--- src/rtl/uart_tx_if.sv ---
// -----------------------------------------------------------------------------
// uart_tx_if
// Byte handshake between a byte source and the UART transmitter.
//   tx_data  : byte to send, sampled only in the accept cycle
//   tx_valid : tx_data is valid; the source holds it until it sees tx_ready
//   tx_ready : transmitter can accept a byte (transmitter is idle)
// Modports:
//   master : byte source side (drives tx_data/tx_valid)
//   slave  : transmitter side (drives tx_ready)
// -----------------------------------------------------------------------------
interface uart_tx_if #(
   parameter int DATA_BITS = 8
);
   logic [DATA_BITS-1:0] tx_data;
   logic                 tx_valid;
   logic                 tx_ready;

   modport master (
      output tx_data,
      output tx_valid,
      input  tx_ready
   );

   modport slave (
      input  tx_data,
      input  tx_valid,
      output tx_ready
   );
endinterface : uart_tx_if

--- src/rtl/uart_tx.sv ---
// -----------------------------------------------------------------------------
// uart_tx
// Serial UART transmitter. Shifts a parallel byte out LSB first as a
// start / data / [parity] / stop frame, one bit per baud_tick strobe.
//
// Optional feature macro: PARITY_EN
//   defined     : a parity bit follows the data bits (even, or odd when
//                 PARITY_ODD=1)
//   not defined : no parity state or logic; PARITY_ODD is ignored
//
// Ports:
//   clk       in   system clock, all registers update on its rising edge
//   rst       in   synchronous reset, active-high
//   baud_tick in   one-clk strobe per bit period from the baud divider
//   s_bus     if   byte handshake (tx_data, tx_valid in; tx_ready out)
//   tx        out  serial line, registered, idles high
//   tx_busy   out  high from the accept cycle until the frame ends
//   tx_done   out  one-clk pulse when the last stop bit ends
// -----------------------------------------------------------------------------
module uart_tx #(
   parameter int DATA_BITS  = 8,
   parameter int STOP_BITS  = 1,
   parameter int PARITY_ODD = 0
) (
   input  logic      clk,
   input  logic      rst,
   input  logic      baud_tick,
   uart_tx_if.slave  s_bus,
   output logic      tx,
   output logic      tx_busy,
   output logic      tx_done
);

   // bit_cnt reaches at most DATA_BITS, stop_cnt at most STOP_BITS
   localparam int CW = $clog2(DATA_BITS + 1);
   localparam int SW = $clog2(STOP_BITS + 1);

`ifdef PARITY_EN
   typedef enum logic [2:0] {
      S_IDLE   = 3'd0,
      S_ALIGN  = 3'd1,
      S_START  = 3'd2,
      S_DATA   = 3'd3,
      S_PARITY = 3'd4,
      S_STOP   = 3'd5
   } state_t;

   // Parity over the latched data bits, inverted for odd parity
   function automatic logic f_parity(input logic [DATA_BITS-1:0] d);
      return (^d) ^ (PARITY_ODD != 0);
   endfunction
`else
   typedef enum logic [2:0] {
      S_IDLE   = 3'd0,
      S_ALIGN  = 3'd1,
      S_START  = 3'd2,
      S_DATA   = 3'd3,
      S_STOP   = 3'd5
   } state_t;

   // PARITY_ODD has no meaning without the parity feature
   logic w_unused_par;
   assign w_unused_par = (PARITY_ODD != 0);
`endif

   state_t               r_state,    w_state_nxt;
   logic [DATA_BITS-1:0] r_shift,    w_shift_nxt;
   logic [CW-1:0]        r_bit_cnt,  w_bit_cnt_nxt;
   logic [SW-1:0]        r_stop_cnt, w_stop_cnt_nxt;
   logic                 r_tx,       w_tx_nxt;
   logic                 r_busy,     w_busy_nxt;
   logic                 r_done,     w_done_nxt;
`ifdef PARITY_EN
   logic                 r_parity,   w_parity_nxt;
`endif

   // State register and registered outputs
   always_ff @(posedge clk) begin
      if (rst) begin
         r_state    <= S_IDLE;
         r_shift    <= '0;
         r_bit_cnt  <= '0;
         r_stop_cnt <= '0;
         r_tx       <= 1'b1;
         r_busy     <= 1'b0;
         r_done     <= 1'b0;
`ifdef PARITY_EN
         r_parity   <= 1'b0;
`endif
      end else begin
         r_state    <= w_state_nxt;
         r_shift    <= w_shift_nxt;
         r_bit_cnt  <= w_bit_cnt_nxt;
         r_stop_cnt <= w_stop_cnt_nxt;
         r_tx       <= w_tx_nxt;
         r_busy     <= w_busy_nxt;
         r_done     <= w_done_nxt;
`ifdef PARITY_EN
         r_parity   <= w_parity_nxt;
`endif
      end
   end

   // Next-state, datapath and line-level decode; tx follows the current
   // state so the line changes one clock after the tick edge
   always_comb begin
      w_state_nxt    = r_state;
      w_shift_nxt    = r_shift;
      w_bit_cnt_nxt  = r_bit_cnt;
      w_stop_cnt_nxt = r_stop_cnt;
      w_busy_nxt     = r_busy;
      w_done_nxt     = 1'b0;
      w_tx_nxt       = 1'b1;
`ifdef PARITY_EN
      w_parity_nxt   = r_parity;
`endif
      case (r_state)
         S_IDLE: begin
            // baud_tick is ignored here so the start bit always gets a
            // full period after ALIGN
            w_tx_nxt = 1'b1;
            if (s_bus.tx_valid) begin
               w_state_nxt    = S_ALIGN;
               w_shift_nxt    = s_bus.tx_data;
               w_bit_cnt_nxt  = '0;
               w_stop_cnt_nxt = '0;
               w_busy_nxt     = 1'b1;
`ifdef PARITY_EN
               w_parity_nxt   = f_parity(s_bus.tx_data);
`endif
            end else begin
               w_state_nxt = S_IDLE;
            end
         end
         S_ALIGN: begin
            w_tx_nxt = 1'b1;
            if (baud_tick) begin
               w_state_nxt = S_START;
            end else begin
               w_state_nxt = S_ALIGN;
            end
         end
         S_START: begin
            w_tx_nxt = 1'b0;
            if (baud_tick) begin
               w_state_nxt   = S_DATA;
               w_bit_cnt_nxt = '0;
            end else begin
               w_state_nxt = S_START;
            end
         end
         S_DATA: begin
            w_tx_nxt = r_shift[0];
            if (baud_tick) begin
               w_shift_nxt = {1'b0, r_shift[DATA_BITS-1:1]};
               if (r_bit_cnt == CW'(DATA_BITS - 1)) begin
`ifdef PARITY_EN
                  w_state_nxt    = S_PARITY;
`else
                  w_state_nxt    = S_STOP;
`endif
                  w_bit_cnt_nxt  = '0;
                  w_stop_cnt_nxt = '0;
               end else begin
                  w_bit_cnt_nxt = r_bit_cnt + CW'(1);
               end
            end else begin
               w_state_nxt = S_DATA;
            end
         end
`ifdef PARITY_EN
         S_PARITY: begin
            w_tx_nxt = r_parity;
            if (baud_tick) begin
               w_state_nxt    = S_STOP;
               w_stop_cnt_nxt = '0;
            end else begin
               w_state_nxt = S_PARITY;
            end
         end
`endif
         S_STOP: begin
            w_tx_nxt = 1'b1;
            if (baud_tick) begin
               if (r_stop_cnt == SW'(STOP_BITS - 1)) begin
                  w_state_nxt    = S_IDLE;
                  w_stop_cnt_nxt = '0;
                  w_busy_nxt     = 1'b0;
                  w_done_nxt     = 1'b1;
               end else begin
                  w_stop_cnt_nxt = r_stop_cnt + SW'(1);
               end
            end else begin
               w_state_nxt = S_STOP;
            end
         end
         default: begin
            w_state_nxt    = S_IDLE;
            w_bit_cnt_nxt  = '0;
            w_stop_cnt_nxt = '0;
            w_busy_nxt     = 1'b0;
            w_tx_nxt       = 1'b1;
         end
      endcase
   end

   assign s_bus.tx_ready = (r_state == S_IDLE);
   assign tx             = r_tx;
   assign tx_busy        = r_busy;
   assign tx_done        = r_done;

endmodule : uart_tx

--- src/flat_wrapper.sv ---
// flat-port wrapper written by rule: the top's interface ports become plain ports
module uart_tx_flat 
#(
   parameter int DATA_BITS  = 8,
   parameter int STOP_BITS  = 1,
   parameter int PARITY_ODD = 0
)
  (clk, rst, baud_tick, tx, tx_busy, tx_done, s_bus_tx_data, s_bus_tx_valid, s_bus_tx_ready);
  uart_tx_if #(.DATA_BITS(DATA_BITS)) s_bus_i ();
  input  logic clk;
  input  logic rst;
  input  logic baud_tick;
  output logic tx;
  output logic tx_busy;
  output logic tx_done;
  input wire logic [$bits(s_bus_i.tx_data)-1:0] s_bus_tx_data;
  input wire logic [$bits(s_bus_i.tx_valid)-1:0] s_bus_tx_valid;
  output wire logic [$bits(s_bus_i.tx_ready)-1:0] s_bus_tx_ready;
  assign s_bus_i.tx_data = s_bus_tx_data;
  assign s_bus_i.tx_valid = s_bus_tx_valid;
  assign s_bus_tx_ready = s_bus_i.tx_ready;
  uart_tx #(.DATA_BITS(DATA_BITS), .STOP_BITS(STOP_BITS), .PARITY_ODD(PARITY_ODD)) u_core (.clk(clk), .rst(rst), .baud_tick(baud_tick), .s_bus(s_bus_i), .tx(tx), .tx_busy(tx_busy), .tx_done(tx_done));
endmodule
--- config.mk ---
export PLATFORM = sky130hd
export DESIGN_NAME = uart_tx_flat
export DESIGN_NICKNAME = d
export VERILOG_FILES = /design/src/rtl/uart_tx_if.sv /design/src/rtl/uart_tx.sv /design/src/flat_wrapper.sv
export SDC_FILE = /design/constraint.sdc
export NUM_CORES = 1
export LEC_CHECK = 0
export ABC_AREA = 1
export ABC_CLOCK_PERIOD_IN_PS = 3200
export CAP_MARGIN = 20
export CELL_PAD_IN_SITES_DETAIL_PLACEMENT = 0
export CELL_PAD_IN_SITES_GLOBAL_PLACEMENT = 1
export CORE_MARGIN = 4
export CORE_UTILIZATION = 37
export DETAILED_ROUTE_END_ITERATION = 6
export PLACE_DENSITY = 0.92
export REMOVE_ABC_BUFFERS = 1
export SLEW_MARGIN = 40
export SYNTH_ARGS = -nofsm -noshare
export SYNTH_HDL_FRONTEND = slang
export SYNTH_SLANG_ARGS = --single-unit
--- constraint.sdc ---
create_clock -name clk -period 3.2 [get_ports clk]
set_clock_uncertainty 0.05 [all_clocks]
set_input_delay 0.64 -clock clk [delete_from_list [all_inputs] [get_ports clk]]
set_output_delay 0.64 -clock clk [all_outputs]
set_load 0.02 [all_outputs]
==> results.txt, run 1 <==
The worst setup path is launched from a flop. The total negative slack for setup checks is 0 ns. Leaving out fill and tap cells, the most frequent cell in the layout is sky130_fd_sc_hd__nand2_1.

The sequential element share of the synthesized area came out at 40.1%. Across every metal layer, demand over resource in global routing totals 11.9%. The biggest area consumer among synthesized cells is sky130_fd_sc_hd__dfxtp_1. The post-CTS setup buffer count came out at 0. The critical path goes through nor2_1 -> nand2_1 -> inv_1 -> clkdlybuf4s50_1. The proportion of layout cells with a drive suffix above 1 is 5.66%. Setup repair after global routing left no endpoint under its margin.

The number of failing hold endpoints at the final stage is 0. The clock network power share is a little over a quarter. The first-pass GRT wire length came out at 3190 um. The critical path data arrival time is 1.65 ns. The final routed wirelength across all metal layers is ~1900 um. The top-level port count came out at 16. The starting utilization of the core area is 39.8%. The count of final max-slew check failures came out at 0. The synthesized design contains 18 register bits.

At the pin with the least slew margin, the transition time is 0.570 ns. The post-CTS resize count is 0. The switching power came out at 0.169 mW.

The tree is rooted in a sky130_fd_sc_hd__clkbuf_4. The number of non-filler instances in the completed layout is 187. The standard-cell row count came out at 17. The top-area cell type share of the netlist area is 40.1%. The net count reported at finish came out at 173. The cell area that synthesis handed to floorplanning was 898 um2. Across all layers, the routed design uses 906 vias.

The number of distinct standard cells referenced by the synthesized netlist is 18. Entering global routing, the biggest net connects 16 pins. The average instance in the mapped netlist occupies 6.33 um2. The floorplan step set the die height to 57.3 um. Leaving out fill and tap cells, the most frequent cells in the layout are sky130_fd_sc_hd__nand2_1 (58), sky130_fd_sc_hd__dfxtp_1 (18), sky130_fd_sc_hd__nor2_1 (16), sky130_fd_sc_hd__clkdlybuf4s50_1 (15), sky130_fd_sc_hd__inv_1 (13). The power per standard cell area came out at 486 mW/mm2. The largest single stage delay on the critical path is 0.61 ns.

Using the TritonRoute via totals, the vias-per-cell ratio works out to roughly 4.8. STA classifies the critical path endpoint as an output port. On the final layout, the worst hold slack is between 0.4 and 0.5 ns. The final total power came out at 0.541 mW. The maximum operating frequency came out at 0.428 GHz.

The total DRC errors in the routed layout is 0. The cell total after placement came out at 183. After synthesis, the cell types taking the most area are sky130_fd_sc_hd__dfxtp_1 (40%), sky130_fd_sc_hd__nand2_1 (24%), sky130_fd_sc_hd__nor2_1 (6.7%). The residual antenna-violating net count after detailed routing is 0. The proportion of total power due to net switching is 31.2%. Sequential cells account for 48.7% of the total power. The remaining global-route overflow came out at 0. The Yosys step of the flow raised 0 warnings. The diode insertion count for antenna repair came out at 0. The top fanout value on the critical path is 5. The gate count of the mapped netlist is approximately 140. The slowest stage of the critical path is the sky130_fd_sc_hd__clkdlybuf4s50_1 cell.

At the worst endpoint, the required time is 2.51 ns. The number of antenna violations at the first check in global routing came out at 0. The total of max-cap violations came out at 0.

The time the worst path needs with I/O delays and setup is 2.34 ns. The HPWL after detailed placement is approximately 1400 um. The maximum count of clock buffers along a single path came out at 2.

The worst hold path belongs to the class reg2reg. The first detailed-routing pass took 4 iterations. The core footprint came out at 0.00225 mm2. The cell internal power dissipation came out at between 0.3 and 0.4 mW.

The number of clock sinks is 18. The relative contribution of combinational cells to total power came out at between 20% and 30%. At the later pin of the worst-skew pair, clock insertion delay measures 0.29 ns. The critical path is of the reg2out type.

After detailed routing, the average wire length per cell comes to a little over 10 um. The signed area change from the synthesized netlist to the final layout is 24.0%. The maximum VDD drop came out at 0.000235 V. Setup violations remaining at the end of the flow were counted as 0. After clock tree synthesis, the clock-pin slew on the worst setup and hold paths is roughly 0.11 ns.

The die covers 0.00328 mm2. The die boundary width came out at 57.3 um. Measured against its own limit, the worst slew margin works out to 61.9%. The number of buffers created by CTS came out at 3. For this design the static power due to leakage is around 0.51 nW.

The final weighted congestion in routability-driven placement is 0.879. The count of buffers added on input and output ports is 15. The iteration-0 DRC count of the detailed router came out at 21.

The number of buffers added to fix hold violations after cts came out at 0. TritonCTS built the clock tree. In this run the number of H-tree levels came out at 1. The worst path uses 73.1% of the clock period. The number of global-route vias before repair was 760. The flow ran to the end, and the final reports show no timing, DRC or antenna violations.
cell usage after synthesis:
cell                        n
sky130_fd_sc_hd__a21oi_1   11
sky130_fd_sc_hd__a41oi_1    1
sky130_fd_sc_hd__buf_2      2
sky130_fd_sc_hd__clkbuf_1   1
sky130_fd_sc_hd__dfxtp_1   18
sky130_fd_sc_hd__ha_1       1
sky130_fd_sc_hd__inv_1     13
sky130_fd_sc_hd__nand2_1   58
sky130_fd_sc_hd__nand2_2    1
sky130_fd_sc_hd__nand3_1    8
sky130_fd_sc_hd__nand3b_1   1
sky130_fd_sc_hd__nand4_1    2
sky130_fd_sc_hd__nor2_1    16
sky130_fd_sc_hd__nor2_2     2
sky130_fd_sc_hd__nor2_4     1
sky130_fd_sc_hd__nor3_1     1
sky130_fd_sc_hd__nor4_1     1
sky130_fd_sc_hd__o21ai_0    4
area by class of cell:
type	count	area [um2]
well taps	28	35.0
clock buffers	4	36.3
repair buffers	16	158
multi-input cells	108	475
fillers	255	1140
inverters	13	48.8
flip-flops and latches	18	360
routing by layer:
layer	global-route usage (%)	share of wire, %	vias up
met4	2.98	0.48	0
met2	20.2	48	20
met3	2.04	4.8	2
li1	-	-	481
met1	15.7	47	403
met5	0	0	-
critical path: cells and delay by family, from the launching register on:
family	cells	cell delay, ns
buffers and inverters	2	0.69
flip-flops	1	0.36
AND/OR/NAND/NOR	2	0.31
kinds of logic (layout without fill, tap and decap cells):
kind of cell / Yosys count / after routing / share of synthesized area [%]
AOI/OAI and AO/OA: 16 / 16 / 9.33
and+or+nand+nor: 91 / 91 / 42.2
adders and majority gates: 1 / 1 / 1.39
buffers and inverters: 16 / 33 / 6.96
DFF: 18 / 18 / 40.1
path summary, 6_finish.rpt:
| check | start | end | slack (ns) | depth (start not counted) |
|---|---|---|---|---|
| worst max-delay path | u_core.r_state[0] | s_bus_tx_ready | 0.86 | 4 |
| worst min-delay path | u_core.r_shift[3] | u_core.r_shift[3] | 0.43 | 2 |
| worst max register to register | u_core.r_state[2] | u_core.r_shift[5] | 1.44 | 7 |
| worst min register to register | u_core.r_shift[3] | u_core.r_shift[3] | 0.43 | 2 |
per-stage QoR:
stage / cell area, um2 / worst slack (ns) / utilization, %
floorplan: 885 / 1.67 / -
global placement: 1080 / 1.15 / 47.8
detailed placement: 1080 / 1.09 / 47.8
CTS: 1110 / 0.859 / 49.4
global route: 1110 / 0.779 / 49.4
finish: 1110 / 0.862 / 49.4
sequential cells by signal, indices dropped and copies added (netlist names):
name and count:
u_core.r_shift 8, u_core.r_state 3, u_core.tx_done 1, u_core.r_bit_cnt 4, u_core.tx_busy 1, u_core.tx 1
power by group through the flow:
stage	clock network [mW]	logic [mW]	registers (mW)
finish	0.141	0.136	0.264
floorplan	0	0.0901	0.268
global placement	0	0.135	0.269
global route	0.153	0.156	0.268
CTS	0.144	0.138	0.264
detailed placement	0	0.137	0.269
(Power assumes the default switching activity.)
==> inputs of run 2 (changes only) <==
--- a/config.mk
+++ b/config.mk
@@ -6,14 +6,14 @@
 export NUM_CORES = 1
 export LEC_CHECK = 0
 export ABC_AREA = 1
-export ABC_CLOCK_PERIOD_IN_PS = 3200
+export ABC_CLOCK_PERIOD_IN_PS = 2100
 export CAP_MARGIN = 20
 export CELL_PAD_IN_SITES_DETAIL_PLACEMENT = 0
 export CELL_PAD_IN_SITES_GLOBAL_PLACEMENT = 1
 export CORE_MARGIN = 4
-export CORE_UTILIZATION = 37
+export CORE_UTILIZATION = 31
 export DETAILED_ROUTE_END_ITERATION = 6
-export PLACE_DENSITY = 0.92
+export PLACE_DENSITY = 0.83
 export REMOVE_ABC_BUFFERS = 1
 export SLEW_MARGIN = 40
 export SYNTH_ARGS = -nofsm -noshare
==> constraint.sdc (replaced) <==
create_clock -name clk -period 2.1 [get_ports clk]
set_clock_uncertainty 0.05 [all_clocks]
set_input_delay 0.42 -clock clk [delete_from_list [all_inputs] [get_ports clk]]
set_output_delay 0.42 -clock clk [all_outputs]
set_load 0.02 [all_outputs]
==> results.txt, run 2 (synthesis gave the netlist of run 1 again) <==
The largest registers in the layout are u_core.r_shift x8, u_core.r_bit_cnt x4, u_core.r_state x3. For this run, the top clock speed supported by timing is 0.540 GHz. The library cell used most frequently in the layout, excluding fill and tap cells, is sky130_fd_sc_hd__nand2_1. The time the worst path needs with I/O delays and setup is 1.85 ns. The buffering stage count on the worst path with inverters included is 2.

The worst slew margin relative to its limit came out at 69.2%. The number of buffers created by CTS is 3. Across the VDD grid, the largest voltage drop is 0.000390 V.

The global router's overall resource usage came out at 12.0%. The final routed wirelength across all metal layers is 1950 um. The total DRC errors in the routed layout came out at 0.

Entering global routing, the biggest net connects 13 pins. The number of vias after detailed routing is roughly 900. The detailed route wirelength on metal3 came out at 79 um.

The standard-cell row count is 19. For this design, the sink count on the clock tree is 18. The net count reported at finish is 175. The total negative slack for setup checks came out at 0 ns. The proportion of layout cells with a drive suffix above 1 is 6.25%. The number of antenna violations at the first check in global routing was 0.

The iteration-0 DRC count of the detailed router came out at 27. The number of non-filler instances in the completed layout came out at 191. Data on the critical path arrives at its endpoint at 1.38 ns. The routed wire length on met2 is just over 900 um.

The total of max-cap violations is 0. The category of the worst setup path capture point is an output port. In the routed layout, each cell is associated on average with a via count of 4.70. The initial utilization of the core area, before any placement, comes to between 30% and 40%. The top-level port count is 16. Routed signal wires occupy layers up through met4.

The die is between 60 and 70 um tall. The number of failing hold endpoints at the final stage is 0. The total of buffers placed on input and output ports is 15.

For this design, the CTS-stage hold fixing added 0 buffers. Setup repair after global routing left no endpoint under its margin. The gate family responsible for the most delay along the worst path is buffers and inverters. The setup-violating endpoint count in the final report is 0. The flow ran to the end, and the final reports show no timing, DRC or antenna violations.

After detailed placement, the design holds a cell count of roughly 190. The path class of the tightest hold or removal check is reg2reg. Along the worst path, the maximum fanout reaches 5. The first-pass GRT wire length came out at 3430 um.

The post-route fraction of the period consumed by the critical path came out at 88.1%. The number of global-route vias before repair is 819. The final worst slack is 0.249 ns. The post-CTS clock slew at the launch and capture registers of the worst setup and hold paths is around 0.10 ns.

The static power due to leakage is 0.509 nW. The number of flip-flops in the largest register is 8. The floorplan step defined a die boundary enclosing 0.00382 mm2.

The signed area change from the synthesized netlist to the final layout is 24.4%. The critical path goes through nor2_1 -> nand2_1 -> inv_1 -> dlygate4sd2_1. The slew at the pin closest to its max-slew limit came out at approximately 0.46 ns.

The HPWL after detailed placement came out at 1450 um. The final weighted congestion in routability-driven placement is 0.767. TritonCTS built the clock tree. The length of routed wiring on met1 is 925 um. The cell sitting at the root of the clock tree is a sky130_fd_sc_hd__clkbuf_4. The first TritonRoute pass finished after 4 iterations. The worst stage delay on the critical path came out at around 0.36 ns. 0 antenna diodes ended up in the layout. The clock latency of the later-clocked register in the worst-skew pair came out at between 0.2 and 0.3 ns. The maximum count of clock buffers along a single path came out at 2. The slowest stage of the critical path is the sky130_fd_sc_hd__dfxtp_1 cell. The remaining global-route overflow is 0. CTS built an H-tree with a depth of 1. The worst slack on hold paths is 0.423 ns.

The setup path with the least slack is of type reg2out. The core footprint came out at 0.00276 mm2. The routed length per placed instance came out at 10.2 um. The most flop-heavy register is u_core.r_shift.

The residual antenna-violating net count after detailed routing came out at 0. The filler cell count is approximately 320. The count of final max-slew check failures came out at 0. Leaving out fill and tap cells, the most frequent cells in the layout are sky130_fd_sc_hd__nand2_1 (58), sky130_fd_sc_hd__dfxtp_1 (18), sky130_fd_sc_hd__nor2_1 (16), sky130_fd_sc_hd__clkdlybuf4s50_1 (14), sky130_fd_sc_hd__inv_1 (13). OpenSTA, run right after detailed placement, puts the worst setup slack at a little under 0.2 ns. The power per standard cell area is between 600 and 700 mW/mm2. The worst setup path is launched from a flop.

For the worst setup path, the data required time is 1.63 ns. The die boundary width came out at around 60 um.
run 2: cell count changes in the layout (fill, tap and decap cells not counted), sizes merged:
cell | previous run | this run
buf | 1 | 3
clkdlybuf4s50 | 15 | 14
clkbuf | 4 | 3
dlygate4sd2 | 0 | 1
run 2: cell type report:
class,instances,area (um2),area share (%)
clock buffers,3,22.5,2.02
repair buffers,18,171,15.3
multi-input cells,108,475,42.6
flip-flops and latches,18,360,32.3
inverters,13,48.8,4.37
well taps,31,38.8,3.47
run 2: stage by stage:
stage	instance area [um2]	total power, mW	utilization (%)
6_report	1120	0.778	40.5
5_1_grt	1120	0.843	40.5
2_1_floorplan	885	0.546	-
3_3_place_gp	1100	0.618	39.7
3_5_place_dp	1100	0.621	39.7
4_1_cts	1120	0.792	40.5
run 2: tightest hold or removal path: cells and delay by family, from the launching register on:
family	cells	cell delay (ns)
flip-flops	1	0.33
AND/OR/NAND/NOR	1	0.06
AO/OA/AOI/OAI	1	0.05
run 2: repair_timing:
item	4_1_cts	5_1_grt
hold endpoints to repair	0	0
resized for setup	1	0
setup endpoints to repair	1	0
buffers inserted	0	0
run 2: power by group:
part           internal (mW)  total [mW]  switching [mW]
clock network         0.0667       0.169           0.103
logic                 0.0834       0.206           0.122
registers              0.378       0.403          0.0245
total                  0.528       0.778           0.250
run 2: path summary, 6_finish.rpt:
check | start | endpoint | slack, ns | depth (start not counted)
worst min-delay path | u_core.r_shift[1] | u_core.r_shift[1] | 0.42 | 2
worst max register to register | u_core.r_state[1] | u_core.r_shift[7] | 0.54 | 7
worst max-delay path | u_core.r_state[0] | s_bus_tx_ready | 0.25 | 4
worst min register to register | u_core.r_shift[1] | u_core.r_shift[1] | 0.42 | 2
run 2: per-layer routing:
| metal | track usage (%) | vias up |
|---|---|---|
| met5 | 0 | - |
| met4 | 1.82 | 0 |
| met3 | 4.55 | 2 |
| met2 | 21.2 | 14 |
| met1 | 14.0 | 393 |
| li1 | - | 489 |
==> inputs of run 3 (changes only) <==
--- a/config.mk
+++ b/config.mk
@@ -11,9 +11,10 @@
 export CELL_PAD_IN_SITES_DETAIL_PLACEMENT = 0
 export CELL_PAD_IN_SITES_GLOBAL_PLACEMENT = 1
 export CORE_MARGIN = 4
-export CORE_UTILIZATION = 31
+export CORE_UTILIZATION = 33
+export CTS_BUF_LIST = sky130_fd_sc_hd__clkbuf_8
 export DETAILED_ROUTE_END_ITERATION = 6
-export PLACE_DENSITY = 0.83
+export PLACE_DENSITY_LB_ADDON = 0.1
 export REMOVE_ABC_BUFFERS = 1
 export SLEW_MARGIN = 40
 export SYNTH_ARGS = -nofsm -noshare
==> results.txt, run 3 (synthesis gave the netlist of run 1 again) <==
The flow ran to the end, and the final reports show no timing, DRC or antenna violations. TritonCTS built the clock tree. The worst-case IR drop observed on VDD is 0.000422 V.

In the final timing run, aggregate negative setup slack is 0 ns. The maximum count of clock buffers along a single path came out at 2. The remaining global-route overflow is 0. The worst register-to-register path begins at u_core.r_state[0]. Once the clock tree was built, the setup fixing pass inserted 0 buffers.

The area after detailed placement came out at 0.00109 mm2. The number of antenna violations at the first check in global routing came out at 0. u_core.r_shift holds more flip-flops than any other register. The number of failing hold endpoints at the final stage is 0. The min-delay analysis places its worst path in the category reg2reg.

The slew at the pin closest to its max-slew limit came out at 0.408 ns. STA classifies the critical path startpoint as a flop. Leaving out fill and tap cells, the most frequent cell in the layout is sky130_fd_sc_hd__nand2_1. The iteration-0 DRC count of the detailed router is 34. Tracing the worst setup path back leads to its startpoint at u_core.r_state[0]. For this design, the sink count on the clock tree is 18. The number of flip-flops in the largest register came out at 8.

The critical path is of the reg2out type. Of all nets on the critical path, the largest fanout is 5. The total DRC errors in the routed layout is 0. In this run the power density over the cells is slightly below 800 mW/mm2. The worst setup path is captured at an output port. The final cell area excluding filler cells is roughly 0.0012 mm2. The worst hold path begins at u_core.r_shift[4]. At the worst endpoint, the required time is about 1.6 ns. The clock latency of the later-clocked register in the worst-skew pair came out at 0.25 ns. The post-CTS clock slew at the launch and capture registers of the worst setup and hold paths came out at 0.08 ns. The number of vias after detailed routing is 878. The number of global-route vias before repair came out at between 800 and 900. The filler cells instantiated in the layout total 270. The core footprint is 0.00254 mm2. Setup repair after global routing left no endpoint under its margin. The setup-violating endpoint count in the final report came out at 0. The static power due to leakage is 0.530 nW. The total of max-cap violations came out at 0. The routed length per placed instance is between 10 and 15 um.

The floorplan step set the die width to around 60 um. Entering global routing, the biggest net connects 14 pins. The number of detailed-routing iterations run before antenna repair came out at 4. The worst path uses between 70% and 80% of the clock period.

The maximum operating frequency is 0.601 GHz. The area of the die came out at 0.00362 mm2. The count of final max-slew check failures is 0. The starting utilization of the core area is a little over a third. The count of buffers added on input and output ports is 15. Summed over all layers, the routed wires come to a little over 2000 um. The first-pass GRT wire length is ~3700 um. The residual antenna-violating net count after detailed routing is 0. In this run the number of H-tree levels came out at 1. The proportion of layout cells with a drive suffix above 1 is 6.83%. The top-level port count came out at 16.

The signed area change from the synthesized netlist to the final layout is 28.3%. The library cells used most frequently in the layout, excluding fill and tap cells, are sky130_fd_sc_hd__nand2_1 (58), sky130_fd_sc_hd__dfxtp_1 (18), sky130_fd_sc_hd__nor2_1 (16), sky130_fd_sc_hd__clkdlybuf4s50_1 (14), sky130_fd_sc_hd__inv_1 (13). In the final layout, the registers with the most flip-flops are u_core.r_shift x8, u_core.r_bit_cnt x4, u_core.r_state x3. For this run, the post-layout net count is 175.

The time the worst path needs with I/O delays and setup came out at 1.66 ns. The worst slew margin relative to its limit is 72.8%. The number of buffers created by CTS is 3.

The HPWL after detailed placement is 1560 um. The tree is rooted in a sky130_fd_sc_hd__clkbuf_8. At the end of routability-driven placement, the weighted congestion stood at a little under 0.8. The standard-cell row count came out at 18. In the final layout, flip-flops and latches occupy 360 um2. The global router's overall resource usage came out at 13.5%.

Summing all multi-input logic gate instances after layout gives 475 um2. The number of vias per cell is 4.60. The diode insertion count for antenna repair is 0. The critical path data arrival time is approximately 1.2 ns.

The die is approximately 60 um tall.
run 3: cell count changes in the layout (fill, tap and decap cells not counted):
cell / previous run / this run
sky130_fd_sc_hd__clkbuf_4: 3 / 0
sky130_fd_sc_hd__clkbuf_8: 0 / 4
sky130_fd_sc_hd__dlygate4sd2_1: 1 / 0
sky130_fd_sc_hd__dlymetal6s2s_1: 0 / 1
run 3: report_power, final:
part | switching, mW | internal (mW)
registers | 0.0245 | 0.378
clock network | 0.123 | 0.167
logic | 0.123 | 0.0858
total | 0.270 | 0.631
run 3: per-stage QoR:
step           setup WS (ns)  cells  utilization (%)  power [mW]  hold slack [ns]
2_1_floorplan          0.571    139                -       0.546            0.389
3_3_place_gp           0.283    187             43.0       0.622            0.402
3_5_place_dp           0.228    187             43.0       0.623            0.406
4_1_cts               0.0276    191             45.2       0.919            0.417
5_1_grt                0.229    191             45.3       0.974            0.442
6_report               0.435    191             45.3       0.901            0.418
run 3: routing by layer:
metal  share of wire (%)  GRT usage [%]  routed length (um)
met1                  45           16.6                 927
met2                  49           23.0                1000
met3                 4.4           2.81                  89
met4                0.93           4.75                  19
met5                   0              0                   0
run 3: critical path: stages (launching register included):
cell and delay [ns]:
sky130_fd_sc_hd__dfxtp_1 0.35, sky130_fd_sc_hd__nor2_1 0.19, sky130_fd_sc_hd__nand2_1 0.10, sky130_fd_sc_hd__inv_1 0.08
sky130_fd_sc_hd__dlymetal6s2s_1 0.22
run 3: repair_timing:
action,4_1_cts,5_1_grt
resized for setup,0,1
endpoints found under the hold margin,0,0
hold buffers,0,0
endpoints found under the setup margin,0,1
run 3: worst paths after layout:
check,endpoint,slack (ns),cells past startpoint
max,s_bus_tx_ready,0.44,4
min reg2reg,u_core.r_shift[4],0.42,2
max reg2reg,u_core.r_shift[6],0.51,7
min,u_core.r_shift[4],0.42,2
run 3: area by class of cell:
type | instances | area share (%)
repair buffers | 18 | 15.2
well taps | 30 | 3.26
clock buffers | 4 | 4.78
flip-flops and latches | 18 | 31.3
multi-input cells | 108 | 41.3
inverters | 13 | 4.23
